$ cat src/rtl/mem_stall_ctrl.sv
// mem_stall_ctrl: per-port outstanding-request tracker that gates pipeline advance
module mem_stall_ctrl #(
  parameter int                   NUM_PORTS = 2,
  parameter int                   DEPTH     = 1,
  parameter int                   CNT_W     = $clog2(DEPTH + 1),
  parameter logic [NUM_PORTS-1:0] INIT_PEND = NUM_PORTS'(1),
  parameter int                   TIMEOUT   = 0,
  parameter int                   TO_W      = 16
) (
  input  logic                       clk,
  input  logic                       rst,
  input  logic [NUM_PORTS-1:0]       req,
  input  logic [NUM_PORTS-1:0]       resp,
  output logic                       move,
  output logic [NUM_PORTS-1:0]       hold,
  output logic [NUM_PORTS-1:0]       issue_ok,
  output logic [NUM_PORTS*CNT_W-1:0] pending,
  output logic                       proto_err,
  output logic                       timeout
);
  localparam logic [CNT_W-1:0] DMAX = CNT_W'(DEPTH);
  localparam logic [CNT_W-1:0] ONE  = CNT_W'(1);
  localparam logic [TO_W-1:0]  TLIM = TO_W'(TIMEOUT - 1);
  logic [CNT_W-1:0]     cnt_q [NUM_PORTS];
  logic [CNT_W-1:0]     cnt_d [NUM_PORTS];
  logic [NUM_PORTS-1:0] done_q, done_d, acc_req, val_resp;
  logic [TO_W-1:0]      stall_q, stall_d;
  logic                 proto_err_q, proto_err_d, timeout_q, timeout_d;
  assign hold      = done_q;
  assign proto_err = proto_err_q;
  assign timeout   = timeout_q;
  // Drain detection, issue permission and next-state for counters, done flags, watchdog and error
  always_comb begin
    move        = rst;
    pending     = '0;
    acc_req     = '0;
    val_resp    = '0;
    issue_ok    = '0;
    proto_err_d = proto_err_q;
    for (int i = 0; i < NUM_PORTS; i++) begin
      issue_ok[i] = (cnt_q[i] < DMAX) & ~done_q[i] & rst;
      acc_req[i]  = req[i] & issue_ok[i];
      val_resp[i] = resp[i] & (cnt_q[i] != '0);
      pending[i*CNT_W +: CNT_W] = cnt_q[i];
      move = move & ((cnt_q[i] == '0) | ((cnt_q[i] == ONE) & val_resp[i]));
      proto_err_d = proto_err_d | (req[i] & ~issue_ok[i]) | (resp[i] & (cnt_q[i] == '0));
    end
    done_d = done_q;
    for (int i = 0; i < NUM_PORTS; i++) begin
      cnt_d[i] = (acc_req[i] & ~val_resp[i]) ? cnt_q[i] + ONE :
                 (val_resp[i] & ~acc_req[i]) ? cnt_q[i] - ONE : cnt_q[i];
      done_d[i] = move ? 1'b0 :
                  (val_resp[i] & ~acc_req[i] & (cnt_q[i] == ONE)) ? 1'b1 : done_q[i];
    end
    stall_d   = move ? '0 : (stall_q == '1) ? stall_q : stall_q + TO_W'(1);
    timeout_d = timeout_q | ((TIMEOUT != 0) & ~move & (stall_q == TLIM));
  end
  // State registers; reset reloads the in-flight counts and clears everything else
  always_ff @(posedge clk or negedge rst) begin
    if (!rst) begin
      for (int i = 0; i < NUM_PORTS; i++) cnt_q[i] <= CNT_W'(INIT_PEND[i]);
      done_q      <= '0;
      stall_q     <= '0;
      proto_err_q <= 1'b0;
      timeout_q   <= 1'b0;
    end else begin
      for (int i = 0; i < NUM_PORTS; i++) cnt_q[i] <= cnt_d[i];
      done_q      <= done_d;
      stall_q     <= stall_d;
      proto_err_q <= proto_err_d;
      timeout_q   <= timeout_d;
    end
  end
endmodule

$ cat config.mk
export PLATFORM = sky130hd
export DESIGN_NAME = mem_stall_ctrl
export DESIGN_NICKNAME = d
export VERILOG_FILES = /design/src/rtl/mem_stall_ctrl.sv
export SDC_FILE = /design/constraint.sdc
export NUM_CORES = 1
export LEC_CHECK = 0
export ABC_AREA = 1
export CORE_AREA = 5 5 42 44
export CTS_CLUSTER_DIAMETER = 60
export DETAILED_ROUTE_END_ITERATION = 8
export DIE_AREA = 0 0 47 49
export SYNTH_ARGS = -nofsm -noshare
export SYNTH_HDL_FRONTEND = slang
export SYNTH_SLANG_ARGS = --single-unit
$ cat constraint.sdc
create_clock -name clk -period 1.19 [get_ports clk]
set_clock_uncertainty 0.05 [all_clocks]
set_input_delay 0.238 -clock clk [delete_from_list [all_inputs] [get_ports clk]]
set_output_delay 0.238 -clock clk [all_outputs]
set_load 0.02 [all_outputs]
==> Word-level counts from Yosys, hierarchy flattened <==
Index checks and enable logic that the tools add are counted.
{ "word_totals": {"word_cells": 61, "ff_bits": 5} }
{ "classes": {"muxes": 8, "reduce_logical": 4, "order_cmp": 2, "add_sub_neg": 4, "n_bitwise": 38} }
{ "op_table": {"columns": ["operator", "n"], "rows": [
  ["AND 1 bit", 22],
  ["inverter 1 bit", 10],
  ["two-way mux 1 bit", 8],
  ["nonzero test 2 bit", 4],
  ["OR 1 bit", 6],
  ["adder 1 bit (second input constant)", 2],
  ["less-than comparator 1 bit (second input constant)", 2],
  ["subtractor 1 bit (second input constant)", 2]
]} }

==> Depth between registers and ports, before layout <==
{ "logic_depth": {"ltp_word": 9, "mapped_depth": 9} }

==> Worst setup path before layout <==
OpenSTA, ideal clock, no wires.
{ "synth_path": {"path_kind": "flip-flop to flip-flop", "startpoint": "reg cnt_q, in the netlist pending[0]", "endpoint": "reg cnt_q, in the netlist pending[0]", "setup_time_ns": 0.084, "path_buffers": 0, "arrival_time_ns": 1.311, "t_required_ns": 1.056, "path_stages_with_launch": 8, "setup_slack_ns": -0.255, "path_cell_list": "dfstp_2 inv_1 nand3_2 inv_2 nand2_2 inv_1 ha_1 xnor2_1"} }
{ "synth_via": {"elab_chain_cells": 7} }
{ "synth_rtl": {"columns": ["item", "line_no", "rtl"], "rows": [
  ["start, declared", "24", "logic [CNT_W-1:0] cnt_q [NUM_PORTS];"],
  ["less-than comparator 1 bit *", "41", "issue_ok[i] = (cnt_q[i] < DMAX) & ~done_q[i] & rst;"],
  ["AND 1 bit * (2 in series)", "41", null],
  ["named net issue_ok[0]", "16", "output logic [NUM_PORTS-1:0] issue_ok,"],
  ["AND 1 bit *", "42", "acc_req[i] = req[i] & issue_ok[i];"],
  ["inverter 1 bit", "51", "(val_resp[i] & ~acc_req[i]) ? cnt_q[i] - ONE : cnt_q[i];"],
  ["AND 1 bit", "51", null],
  ["nonzero test 2 bit (no source line)", null, null]
]} }
The timed path passes the listed nets; every way through them passes the cells marked *. The select of a mux whose other input is x is not followed.
A chain may end at the register's enable or synchronous reset.

==> Worst setup path after layout <==
{ "layout_path": {"startpoint": "reg cnt_q, in the netlist pending[0]", "endpoint": "out issue_ok[0]"} }
{ "layout_via": {"elab_chain_cells": 3} }
{ "layout_rtl": {"columns": ["item", "line_no"], "rows": [
  ["less-than comparator 1 bit", "41"],
  ["AND 1 bit (2 in series)", "41"],
  ["end, declared", "16"]
]} }
No other way between the ends.

==> metrics.md <==
| Metric | Value |
|---|---|
| Outcome | finished with violations |
| Failing checks | setup timing |
| GRT Util Overall | 9.25% |
| CP Buf/Inv Count | 3 |
| Critical path arrival | 1.14 ns |
| Routed wire length | 1010 um |
| Inserted Clock Buffers | 3 |
| Synth Warn # | 0 |
| Clock Latency Late Sink | 0.24 ns |
| Initial DRC Count | 0 |
| # Max-Cap Violations | 0 |
| DR DRC count | 0 |
| Setup tns final | -1.35 ns |
| CP Max Fanout | 4 |
| # diodes | 0 |
| Die X | 47 um |
| Worst setup path category | reg -> out |
| # IOs | 15 |
| Htree depth | 1 |
| Min cycle time layout | 1.43 ns |
| Clock power frac | 12.1% |
| Max Root-Sink Buffers | 2 |
| Initial antenna violation count | 0 |
| Netlist cell types | 14 |
| # setup viols final | 9 |
| Hold_buf cts | 0 |
| Avg Cell Area, Syn | 7.26 um^2 |
| Pleak | 0.414 nW |
| Logic gate share of total power | 67.4% |
| Worst setup margin | -0.238 ns |
| Int Power | 0.939 mW |
| Slowest Stage Delay on Critical Path | 0.58 ns |
| F_max | 700 MHz |
| Share of cells above drive strength 1 | 60.0% |
| Reg2reg start | pending[0]$_DFFE_PN1P_ |
| RSZ-0062 raised after global routing | yes |
| Final count of hold timing violations | 0 |
| Via count | 399 |
| Crit Reg-Reg Endpoint | pending[0]$_DFFE_PN1P_ |
| Post-Syn Area | 370 um^2 |
| Gr ovfl total | 0 |
| Pwr per Cell Area | 2240 nW/um^2 |
| Slew Limit Fails | 0 |
| CP endpoint | issue_ok[0] |
| Fin cells | 96 |
| Synth Instances | 51 |
| Net Sw Frac | 41.5% |
| Most frequent cells in the layout | nand2_1, buf_4, inv_1, buf_6, inv_2 |
| CP max-delay cell | dfstp_2 |
| Hold WC Path Type | in -> async |
| Vias in the first global route | 393 |
| First-pass GRT wire length | 1520 um |
| CTS tree | yes |
| Placer Congestion | 0.700 |
| Placement Setup Slack | -0.721 ns |
| Register area share after synthesis | 34.1% |
| CP cell instances | inv_2 -> nand3_4 -> inv_4 -> buf_6 |
| Via-per-instance ratio | 4.16 |
| Worst Path Required | 0.90 ns |
| Crit path depth | 4 |
| Largest net degree at the start of global routing | 6 |
| Sequential share of power | 20.4% |
| Avg WL per Cell | 10.5 um |
| Worst path top cell family by delay | flip-flops |
| Type of origin of the critical path | flop |
| Psw | 0.665 mW |
| Power after layout | 1.60 mW |
| Clock Sink Count | 5 |
| Worst-path clk slew | 0.04 ns |
| Peak supply drop | 1060 uV |
| Port Buf Inserts | 13 |
| Rows | 14 |
| Syn Nets | 61 |
| Initial core utilization | 26.4% |
| Die area | 2300 um^2 |
| Area grow syn2layout | 93.6% |
| Period utilization | 120% |
| Antenna viol nets, final | 0 |
| Placed insts | 89 |
| Launch point of the critical path | pending[0]$_DFFE_PN1P_ |
| Worst reg2reg path depth | 7 |
| Flops & latches, synth | 5 |
| Root buffer cell | clkbuf_4 |
| CP Capture Type | primary output |
| NumNets Final | 91 |
| DP HPWL | 676 um |
| Die Span Y | 49 um |
| # fillers | 143 |
| Core ar. | 1400 um^2 |
| Reg-to-reg slack, setup | -0.18 ns |
| DR pass1 iterations | 1 |
power by group through the flow:
stage | clock network [mW] | registers (mW) | logic, mW
final | 0.195 | 0.328 | 1.08
after global routing | 0.216 | 0.335 | 1.17
after global placement | 0 | 0.314 | 0.838
after CTS | 0.198 | 0.312 | 0.943
after floorplan | 0 | 0.417 | 0.340
after detailed placement | 0 | 0.313 | 0.843
per-stage QoR:
step / utilization, % / cell area [um^2] / hold WS (ns)
finish: 51.2 / 717 / 0.187
global route: 51.2 / 717 / 0.199
CTS: 47.6 / 667 / 0.153
detailed placement: 42.7 / 598 / 0.505
global placement: 42.7 / 598 / 0.507
floorplan: - / 380 / -0.108
synth_stat cells:
cell type	instances	area share [%]
ha_1	4	14
nor2_1	1	1.0
nand2_1	14	14
dfstp_2	1	7.1
xnor2_1	2	4.7
nand3_1	2	2.7
nor2_2	1	1.7
buf_4	1	2.0
inv_1	13	13
inv_2	3	3.0
nand2_2	2	3.4
dfrtp_1	4	27
nand3_2	2	5.4
conb_1	1	1.0
cell type report:
class                           instances  area, um^2  area share [%]
Sequential cell                         5         129            18.0
Multi-Input combinational cell         29         241            33.7
Timing Repair Buffer                   26         235            32.8
Tap cell                               16        20.0            2.79
Inverter                               16        65.1            9.08
Clock buffer                            4        26.3            3.66
kinds of logic (layout without fill, tap and decap cells):
family	count (synthesis)	count (layout)	share of synthesized area (%)
flops	5	5	34.1
other cells	1	1	1.01
fa+ha+maj	4	4	13.5
xor+xnor	2	2	4.73
simple gates	22	22	28.4
buf+inv	17	46	18.2
worst min path at each step:
stage,depth (start not counted),slack (ns),startpoint,endpoint
after global routing,2,0.20,rst,proto_err$_DFF_PN0_
after floorplan,0,-0.11,rst,hold[0]$_DFFE_PN0P_
after detailed placement,4,0.51,proto_err$_DFF_PN0_,proto_err$_DFF_PN0_
after global placement,4,0.51,proto_err$_DFF_PN0_,proto_err$_DFF_PN0_
after CTS,2,0.15,rst,proto_err$_DFF_PN0_
final,2,0.19,rst,proto_err$_DFF_PN0_
flip-flops by register name, summed over array words and instances (netlist names):
signal and count:
hold 2, pending 2, proto_err 1
layer usage:
layer	wire length [um]	vias to the layer above	track usage, %	share of wire, %
met5	0	-	0	0
met2	569	12	14.7	56
met3	64	3	4.43	6.3
li1	-	198	-	-
met4	19	0	4.15	1.9
met1	357	186	9.98	35
timing repair:
item,in CTS,in global routing
gates resized for setup,47,16
pin swaps,4,2
gates cloned,0,0
buffers inserted,2,2
setup endpoints to repair,12,11
hold endpoints to repair,0,0
worst reg2reg max path, stage by stage (launching register included):
cell and delay [ns]:
dfstp_2 0.58, inv_2 0.06, nand3_4 0.07, inv_4 0.05
nand2_4 0.07, inv_2 0.05, ha_4 0.26, xnor2_2 0.10
No activity file was read; power rests on OpenSTA's default activity.
